===== config.mk =====
export PLATFORM = sky130hd
export DESIGN_NAME = ulpi_link
export DESIGN_NICKNAME = d
export VERILOG_FILES = /design/src/rtl/ulpi_link.sv
export SDC_FILE = /design/constraint.sdc
export NUM_CORES = 1
export LEC_CHECK = 0
export CAP_MARGIN = 0
export CORE_ASPECT_RATIO = 0.7
export CORE_UTILIZATION = 47
export CTS_CLUSTER_DIAMETER = 40
export DETAILED_ROUTE_END_ITERATION = 7
export HOLD_SLACK_MARGIN = 0.06
export PLACE_DENSITY = 0.79
export SETUP_SLACK_MARGIN = 0.4
export SYNTH_ARGS = -nofsm -noshare
export SYNTH_HDL_FRONTEND = slang
export SYNTH_SLANG_ARGS = --single-unit

===== constraint.sdc =====
create_clock -name clk_i -period 2.41 [get_ports clk_i]
set_clock_uncertainty 0.2 [all_clocks]
set_input_delay 0.3615 -clock clk_i [delete_from_list [all_inputs] [get_ports clk_i]]
set_output_delay 0.3615 -clock clk_i [all_outputs]
set_load 0.02 [all_outputs]

===== src/rtl/ulpi_link.sv =====
`default_nettype none
// ============================================================================
//  Module   : ulpi_link
//  Purpose  : ULPI link-layer stage between the PHY pins and a UTMI-style byte
//             interface. Handles bus turnaround, RX data / RX CMD decode,
//             TX CMD + packet transmit with STP, and PHY register writes.
//             Runs entirely in the 60 MHz ULPI clock domain.
//  Options  : ULPI_REG_READ_EN adds PHY register reads
//             (reg_re / reg_rdata / reg_rvalid).
//  Ports    : clk_i/rst_i         clock, synchronous active-high reset
//             ulpi_*              PHY side (data in/out/oe, dir, nxt, stp)
//             tx_*                packet source (first byte is the PID)
//             rx_*, linestate     receive side and line state
//             reg_*               PHY register access
//  Revision : 1.0  initial release
// ============================================================================
module ulpi_link #(
    parameter int TXCMD_TIMEOUT = 255
) (
    input  logic       clk_i,
    input  logic       rst_i,
    input  logic [7:0] ulpi_data_i,
    output logic [7:0] ulpi_data_o,
    output logic       ulpi_data_oe,
    input  logic       ulpi_dir_i,
    input  logic       ulpi_nxt_i,
    output logic       ulpi_stp_o,
    input  logic [7:0] tx_data,
    input  logic       tx_valid,
    input  logic       tx_last,
    output logic       tx_ready,
    output logic       tx_abort,
    output logic [7:0] rx_data,
    output logic       rx_valid,
    output logic       rx_active,
    output logic       rx_error,
    output logic [1:0] linestate,
    input  logic [5:0] reg_addr,
    input  logic [7:0] reg_wdata,
    input  logic       reg_we,
    output logic       reg_done,
`ifdef ULPI_REG_READ_EN
    input  logic       reg_re,
    output logic [7:0] reg_rdata,
    output logic       reg_rvalid,
`endif
    output logic       reg_busy
);

    typedef enum logic [3:0] {
        IDLE        = 4'd0,
        TX_CMD      = 4'd1,
        TX_DATA     = 4'd2,
        TX_STP      = 4'd3,
        REG_CMD     = 4'd4,
        REG_DATA    = 4'd5,
        REG_STP     = 4'd6
`ifdef ULPI_REG_READ_EN
        ,
        REG_RD_CMD  = 4'd7,
        REG_RD_TA   = 4'd8,
        REG_RD_DATA = 4'd9,
        REG_RD_WAIT = 4'd10
`endif
    } state_t;

    state_t      r_state, w_next;
    logic        r_dir_q;
    logic [7:0]  r_cmd;
    logic [15:0] r_to_cnt;
    logic        r_reg_busy;
    logic [7:0]  r_rx_data;
    logic        r_rx_valid, r_rx_active, r_rx_error;
    logic [1:0]  r_linestate;

    logic        w_bus_free, w_is_cmd, w_timeout;
    logic [7:0]  w_data_o;
    logic        w_stp, w_tx_ready, w_tx_abort, w_reg_done;
    logic        w_start_tx, w_start_reg, w_start_rd, w_rd_capture;
    state_t      w_restart;

`ifdef ULPI_REG_READ_EN
    logic        r_reg_rd;      // pending access is a read
    logic [7:0]  r_reg_rdata;
    logic        r_reg_rvalid;
    assign w_restart = r_reg_rd ? REG_RD_CMD : REG_CMD;
    assign w_is_cmd  = (r_state == TX_CMD) || (r_state == REG_CMD) || (r_state == REG_RD_CMD);
`else
    assign w_restart = REG_CMD;
    assign w_is_cmd  = (r_state == TX_CMD) || (r_state == REG_CMD);
`endif

    // Link may drive only when DIR has been low for this and the previous cycle.
    assign w_bus_free = !ulpi_dir_i && !r_dir_q;

    assign w_timeout = (TXCMD_TIMEOUT != 0) && w_is_cmd && !ulpi_nxt_i &&
                       (r_to_cnt == 16'(TXCMD_TIMEOUT - 1));

    always_comb begin
        w_next       = r_state;
        w_data_o     = 8'h00;
        w_stp        = 1'b0;
        w_tx_ready   = 1'b0;
        w_tx_abort   = 1'b0;
        w_reg_done   = 1'b0;
        w_start_tx   = 1'b0;
        w_start_reg  = 1'b0;
        w_start_rd   = 1'b0;
        w_rd_capture = 1'b0;
        case (r_state)
            IDLE: begin
                if (w_bus_free) begin
                    // A register access interrupted by the PHY resumes first.
                    if (r_reg_busy) begin
                        w_next = w_restart;
                    end else if (tx_valid) begin
                        w_next     = TX_CMD;
                        w_start_tx = 1'b1;
                    end else if (reg_we) begin
                        w_next      = REG_CMD;
                        w_start_reg = 1'b1;
                    end
`ifdef ULPI_REG_READ_EN
                    else if (reg_re) begin
                        w_next     = REG_RD_CMD;
                        w_start_rd = 1'b1;
                    end
`endif
                end
            end
            TX_CMD: begin
                w_data_o = r_cmd;
                if (ulpi_dir_i) begin
                    w_tx_abort = 1'b1;
                    w_next     = IDLE;
                end else if (ulpi_nxt_i) begin
                    w_tx_ready = 1'b1;          // PID consumed into the TX CMD
                    w_next     = tx_last ? TX_STP : TX_DATA;
                end else if (w_timeout) begin
                    w_tx_abort = 1'b1;
                    w_next     = IDLE;
                end
            end
            TX_DATA: begin
                w_data_o = tx_data;
                if (ulpi_dir_i) begin
                    w_tx_abort = 1'b1;
                    w_next     = IDLE;
                end else begin
                    w_tx_ready = ulpi_nxt_i;
                    if (ulpi_nxt_i && tx_last) w_next = TX_STP;
                end
            end
            TX_STP: begin
                w_stp  = 1'b1;
                w_next = IDLE;
            end
            REG_CMD: begin
                w_data_o = r_cmd;
                if (ulpi_dir_i) begin
                    w_next = IDLE;
                end else if (ulpi_nxt_i) begin
                    w_next = REG_DATA;
                end else if (w_timeout) begin
                    w_reg_done = 1'b1;          // give up without writing
                    w_next     = IDLE;
                end
            end
            REG_DATA: begin
                w_data_o = reg_wdata;
                if (ulpi_dir_i)      w_next = IDLE;
                else if (ulpi_nxt_i) w_next = REG_STP;
            end
            REG_STP: begin
                w_stp      = 1'b1;
                w_reg_done = 1'b1;
                w_next     = IDLE;
            end
`ifdef ULPI_REG_READ_EN
            REG_RD_CMD: begin
                w_data_o = r_cmd;
                if (ulpi_dir_i) begin
                    w_next = IDLE;
                end else if (ulpi_nxt_i) begin
                    w_next = REG_RD_TA;
                end else if (w_timeout) begin
                    w_reg_done = 1'b1;
                    w_next     = IDLE;
                end
            end
            REG_RD_TA: begin
                if (ulpi_dir_i) w_next = REG_RD_DATA;
            end
            REG_RD_DATA: begin
                w_rd_capture = 1'b1;
                w_next       = REG_RD_WAIT;
            end
            REG_RD_WAIT: begin
                if (!ulpi_dir_i) w_next = IDLE;
            end
`endif
            default: w_next = IDLE;
        endcase
    end

    always_ff @(posedge clk_i) begin
        if (rst_i) begin
            r_state     <= IDLE;
            // Treat the bus as PHY-owned until DIR is seen low once, so the
            // data output enable stays low through and right after reset.
            r_dir_q     <= 1'b1;
            r_cmd       <= 8'h00;
            r_to_cnt    <= 16'd0;
            r_reg_busy  <= 1'b0;
            r_rx_data   <= 8'h00;
            r_rx_valid  <= 1'b0;
            r_rx_active <= 1'b0;
            r_rx_error  <= 1'b0;
            r_linestate <= 2'b00;
        end else begin
            r_state    <= w_next;
            r_dir_q    <= ulpi_dir_i;
            r_rx_valid <= 1'b0;

            if (w_start_tx)  r_cmd <= {4'h4, tx_data[3:0]};
            if (w_start_reg) r_cmd <= {2'b10, reg_addr};
            if (w_start_rd)  r_cmd <= {2'b11, reg_addr};

            if (w_start_reg || w_start_rd) r_reg_busy <= 1'b1;
            else if (reg_done)             r_reg_busy <= 1'b0;

            if (w_is_cmd && !ulpi_nxt_i) r_to_cnt <= r_to_cnt + 16'd1;
            else                         r_to_cnt <= 16'd0;

            if (ulpi_dir_i && r_dir_q) begin
                // Register-read data shares the bus with RX CMDs; keep it out.
                if (!w_rd_capture) begin
                    if (ulpi_nxt_i) begin
                        r_rx_data  <= ulpi_data_i;
                        r_rx_valid <= 1'b1;
                    end else begin
                        r_linestate <= ulpi_data_i[1:0];
                        case (ulpi_data_i[5:4])
                            2'b01: r_rx_active <= 1'b1;
                            2'b11: begin
                                r_rx_active <= 1'b1;
                                r_rx_error  <= 1'b1;
                            end
                            2'b00: begin
                                r_rx_active <= 1'b0;
                                r_rx_error  <= 1'b0;
                            end
                            default: ;
                        endcase
                    end
                end
            end else if (ulpi_dir_i && !r_dir_q) begin
                if (ulpi_nxt_i) r_rx_active <= 1'b1;
            end else if (!ulpi_dir_i && r_dir_q) begin
                r_rx_active <= 1'b0;
                r_rx_error  <= 1'b0;
            end
        end
    end

`ifdef ULPI_REG_READ_EN
    always_ff @(posedge clk_i) begin
        if (rst_i) begin
            r_reg_rd     <= 1'b0;
            r_reg_rdata  <= 8'h00;
            r_reg_rvalid <= 1'b0;
        end else begin
            r_reg_rvalid <= w_rd_capture;
            if (w_rd_capture) r_reg_rdata <= ulpi_data_i;
            if (w_start_reg)     r_reg_rd <= 1'b0;
            else if (w_start_rd) r_reg_rd <= 1'b1;
        end
    end
    assign reg_rdata  = r_reg_rdata;
    assign reg_rvalid = r_reg_rvalid;
    assign reg_done   = w_reg_done | r_reg_rvalid;
`else
    assign reg_done   = w_reg_done;
`endif

    assign ulpi_data_o  = w_data_o;
    assign ulpi_data_oe = w_bus_free;
    assign ulpi_stp_o   = w_stp;
    assign tx_ready     = w_tx_ready;
    assign tx_abort     = w_tx_abort;
    assign rx_data      = r_rx_data;
    assign rx_valid     = r_rx_valid;
    assign rx_active    = r_rx_active;
    assign rx_error     = r_rx_error;
    assign linestate    = r_linestate;
    assign reg_busy     = r_reg_busy;

endmodule
`default_nettype wire

Word level (Yosys, flattened, before mapping)
Cells that the tools add are included. Widths: inputs -> output; s select.

Register bits after elaboration: 43. Bits in latches: 0. Bits in writable memories: 0. Bits in read-only memories: 0. Input port bits: 37. Output and inout port bits: 27. Word-level logic and storage cells: 112. Memories kept: 0.

$add $sub $neg: 1. Multiply operators: 0. Divide/modulo/power cells: 0. $lt $le $gt $ge: 0. Eq/ne operators: 18. Shifts and indexed selects: 0. Muxes and demuxes: 51. Bitwise gates (word level): 3. Reductions and logical operators: 28.

Operators with widths (count): $mux 4 (13); $mux 1 (29); $pmux 8 s3 (1); $pmux 4 s5 (1); $add 16x1->16 const B (1); $eq 16x8->1 const B (1); $mux 8 (2); $eq 4x3->1 const B (3); $reduce_and 4->1 (3); $reduce_or 2->1 (6); $pmux 1 s2 (5); $ne 3x3->1 const B (3); $eq 4x2->1 const B (2); $logic_and 1x1->1 (7); $ne 2x2->1 const B (3); $reduce_bool 2->1 (3); $eq 4x1->1 const B (1); $logic_not 4->1 (1); $ne 4x4->1 const B (1); $reduce_and 2->1 (2); $logic_not 1->1 (3); $ne 3x1->1 const B (1); $ne 3x2->1 const B (1); $not 1->1 (3); other kinds (5) (5).

Logic depth before layout (Yosys ltp)
Depth in word-level cells: 10. Depth in mapped cells: 6.

Worst setup path after synthesis
OpenSTA, ideal clock, no wires.

Path type: reg-to-output. Start: register r_state[3]. End: output port tx_ready. Arrival time: 1626 ps. Data required time: 1849 ps. Slack: 223 ps. Stages on the path, launching flop included: 6. Path buffers: 2. Cells stage by stage: dfxtp_1 -> buf_2 -> nor4b_1 -> buf_2 -> nor2_1 -> nor3b_1.

Cells in the longest elaborated chain, start to end: 2.

Ends and longest elaborated chain: start, declared (RTL line 67) `state_t r_state, w_next;`; start signal, assigned (RTL line 221) `r_state <= w_next;`; $eq 4x2->1 / $eq 4x1->1 (equally long branches) (RTL line 110) `case (r_state)`; $pmux 1 s2 * (RTL line 110); end, declared (RTL line 31) `output logic tx_ready,`.

Mark *: on every way between the ends. The rest lies on a longest branch, timed or not.

Final worst setup path
Start: register r_to_cnt[1]. End: output port reg_done.

Cells in the longest elaborated chain, start to end: 6.

Ends and longest elaborated chain: start, declared (RTL line 70) `logic [15:0] r_to_cnt;`; start signal, assigned (RTL line 232) `if (w_is_cmd && !ulpi_nxt_i) r_to_cnt <= r_to_cnt + 16'd1;`; $eq 16x8->1 (RTL line 97) `(r_to_cnt == 16'(TXCMD_TIMEOUT - 1));`; $logic_and 1x1->1 (RTL line 96) `assign w_timeout = (TXCMD_TIMEOUT != 0) && w_is_cmd && !ulpi_nxt_i &&`; $mux 1 (RTL line 164) `end else if (w_timeout) begin`; $mux 1 (RTL line 162) `end else if (ulpi_nxt_i) begin`; $mux 1 (RTL line 160) `if (ulpi_dir_i) begin`; $pmux 1 s2 (RTL line 110); end, declared (RTL line 41) `output logic reg_done,`.

Every way passes these cells.

==> reports/qor.txt <==
CP max stage cell -> or3_4
Detail Placement HPWL -> 4453 um
post-synthesis sequential element count -> 43
Final Hold Vio Count -> 0
Via density -> 6.009
hold buffer count at cts -> 0
Die Width -> 83.04 um
Yosys warnings -> 0
share of layout cells above drive strength 1 -> 0.3395
clock network latency to the later pin of the worst-skew pair -> 0.30 ns
synthesized cell area -> 2161 um^2
H-tree levels -> 2
Power Dens Cells -> 414.3 nW/um^2
Post-DRT Antenna Nets -> 0
initial cell density of the core -> 0.4934
vias in the first global route -> 2,127
Worst Path Required -> 1.85 ns
Critical Path End Type -> output pin
global-route wire length before repair -> 10,530 um
cts bufs inserted -> 5
Die Ht -> 58.73 um
Setup CP Type -> reg -> out
CTS tree -> done
Reg clk slew, reported paths -> 0.09 ns
largest net degree at the start of global routing -> 22
Cell variety after synth -> 47
Mapped Cells -> 259
Placed Area -> 3118 um^2
Worst VDD drop -> 401.8 uV
Top Ports -> 64
Final Util -> 0.8469
part of the Yosys area used for sequential elements -> 0.3984
gp weighted congestion -> 0.9278
setup slack after layout -> 0.006985 ns
CTS Buffer Depth -> 2
Syn Area/Cell -> 8.343 um^2
TritonCTS Sinks -> 43
total nets after synthesis -> 298
final instance area -> 3709 um^2
HP Class -> reg -> reg
Max Clk Rate -> 416.1 MHz
buffers added on ports -> 63
Ant. Diodes -> 0
crit-path max FO -> 2
status -> completed
Core Area -> 4379 um^2
WL final -> 8127 um
gr ovfl total -> 0
Core Rows -> 20
Fin Setup TNS -> 0 ns
via count -> 2,614
clock root buffer -> clkbuf_8
unrepaired setup endpoints after global routing -> yes
DRC errors left -> 0
total power -> 1.536 mW
minimum clock period -> 2.403 ns
drt pass-1 iters -> 7
DP Worst Slack -> -0.5791 ns
kind of cell adding the most delay to the critical path -> simple AND/OR/NAND/NOR gates
Final setup viols -> 0
period utilisation layout -> 0.9971
Top FF cell, synth -> dfxtp_1
Area Growth Syn to Fin -> 71.63%
GR Util All Layers -> 0.2777
EDFF count, synth -> 0
CP startpoint kind -> flip-flop
die area -> 4877 um^2
ys async rst share -> 0
most frequent cells in the layout -> buf_4, clkdlybuf4s50_1, dfxtp_1
initial antenna violation count -> 0
max incr delay on CP -> 0.40 ns
critical path, cell by cell -> ha_2 > nor4b_4 > nand4_1 > or3_4 > o21ai_4 > buf_6
leakage -> 1.483 nW
commonest non-fill, non-tap cell in the layout -> buf_4
worst path buffer plus inverter count -> 1
nets -> 418
maxcap violations -> 0
Slew Limit Fails -> 0
Worst EP arrival -> 1.84 ns
average wire per standard cell -> 18.68 um
DRT iter0 DRCs -> 263
[per-stage QoR]
stage          std cells  hold WS, ns
2_1_floorplan        259       0.2255
3_3_place_gp         401       0.2418
3_5_place_dp         401       0.2487
4_1_cts              424       0.2612
5_1_grt              435       0.2923
6_report             435       0.2600
[per-layer routing]
| metal | global-route usage | vias to the layer above | share of wire |
|---|---|---|---|
| met5 | 0 | - | 0 |
| met4 | 0.08374 | 0 | 0.034 |
| met3 | 0.06452 | 31 | 0.074 |
| met2 | 0.4508 | 149 | 0.47 |
| met1 | 0.3731 | 1259 | 0.43 |
| li1 | - | 1175 | - |
[synth_stat cells (all sizes together) (5+ instances only)]
library cell  count  area share
dfxtp            43        0.40
nor2             28       0.049
nand2            25       0.045
a21oi            19       0.044
inv              11       0.019
buf               9       0.025
nand3             9       0.021
a222oi            8       0.037
clkbuf            8       0.014
nand4             8       0.023
o21ai             8       0.019
xor2              8       0.032
or3               7       0.020
mux2i             6       0.028
nand2b            5       0.014
nor3              5       0.016
[kinds of logic (layout without fill, tap and decap cells)]
logic type | count (synthesis) | after routing | share of synthesized area
other | 1 | 1 | 0.001735
and+or+nand+nor | 114 | 114 | 0.2907
AOI/OAI and AO/OA | 54 | 54 | 0.1674
DFF | 43 | 43 | 0.3984
buffers and inverters | 28 | 149 | 0.05790
muxes | 6 | 6 | 0.02779
xor gates and xnor gates | 11 | 11 | 0.04459
adders and majority gates | 2 | 2 | 0.01158
[final cells by class]
type                       count  area (um^2)
clock buffer                   5        68.82
tap                           55        68.82
clock inverter                 3        43.79
fill                         237        670.6
timing repair buffer         130         1227
multi-input combinational    188         1389
sequential                    43        869.6
inverter                      11        41.29
[what timing repair did]
item                                    in CTS  in global routing
gates resized for setup                     89                 45
endpoints found under the setup margin      21                 21
cloned                                       1                  1
pin swaps                                   14                 18
buffers inserted                            14                 10
[where the power goes]
part           total [mW]  internal (mW)  switching [mW]
Sequential          0.735          0.724          0.0111
Clock               0.576          0.309           0.267
Combinational       0.225          0.123           0.102
Total                1.54           1.16           0.380
[worst min-delay path, delay by kind of cell (launching register included)]
family	cells	cell delay, ns
AOI/OAI and AO/OA	1	0.05
DFF	1	0.32
and+or+nand+nor	1	0.05
[flip-flops by register name, summed over array words and instances, names as in the netlist]
register,cells
linestate,2
r_cmd,8
r_dir_q,1
r_state,4
r_to_cnt,16
reg_busy,1
rx_active,1
rx_data,8
rx_error,1
rx_valid,1
[path summary, 6_finish.rpt]
kind	from	endpoint	slack, ns	depth (start not counted)
max	r_to_cnt[1]	reg_done	0.007	6
min	rx_data[5]	rx_data[5]	0.26	2
max reg2reg	r_state[1]	r_state[1]	0.19	10
min reg2reg	rx_data[5]	rx_data[5]	0.26	2
No activity file was read; power rests on OpenSTA's default activity.
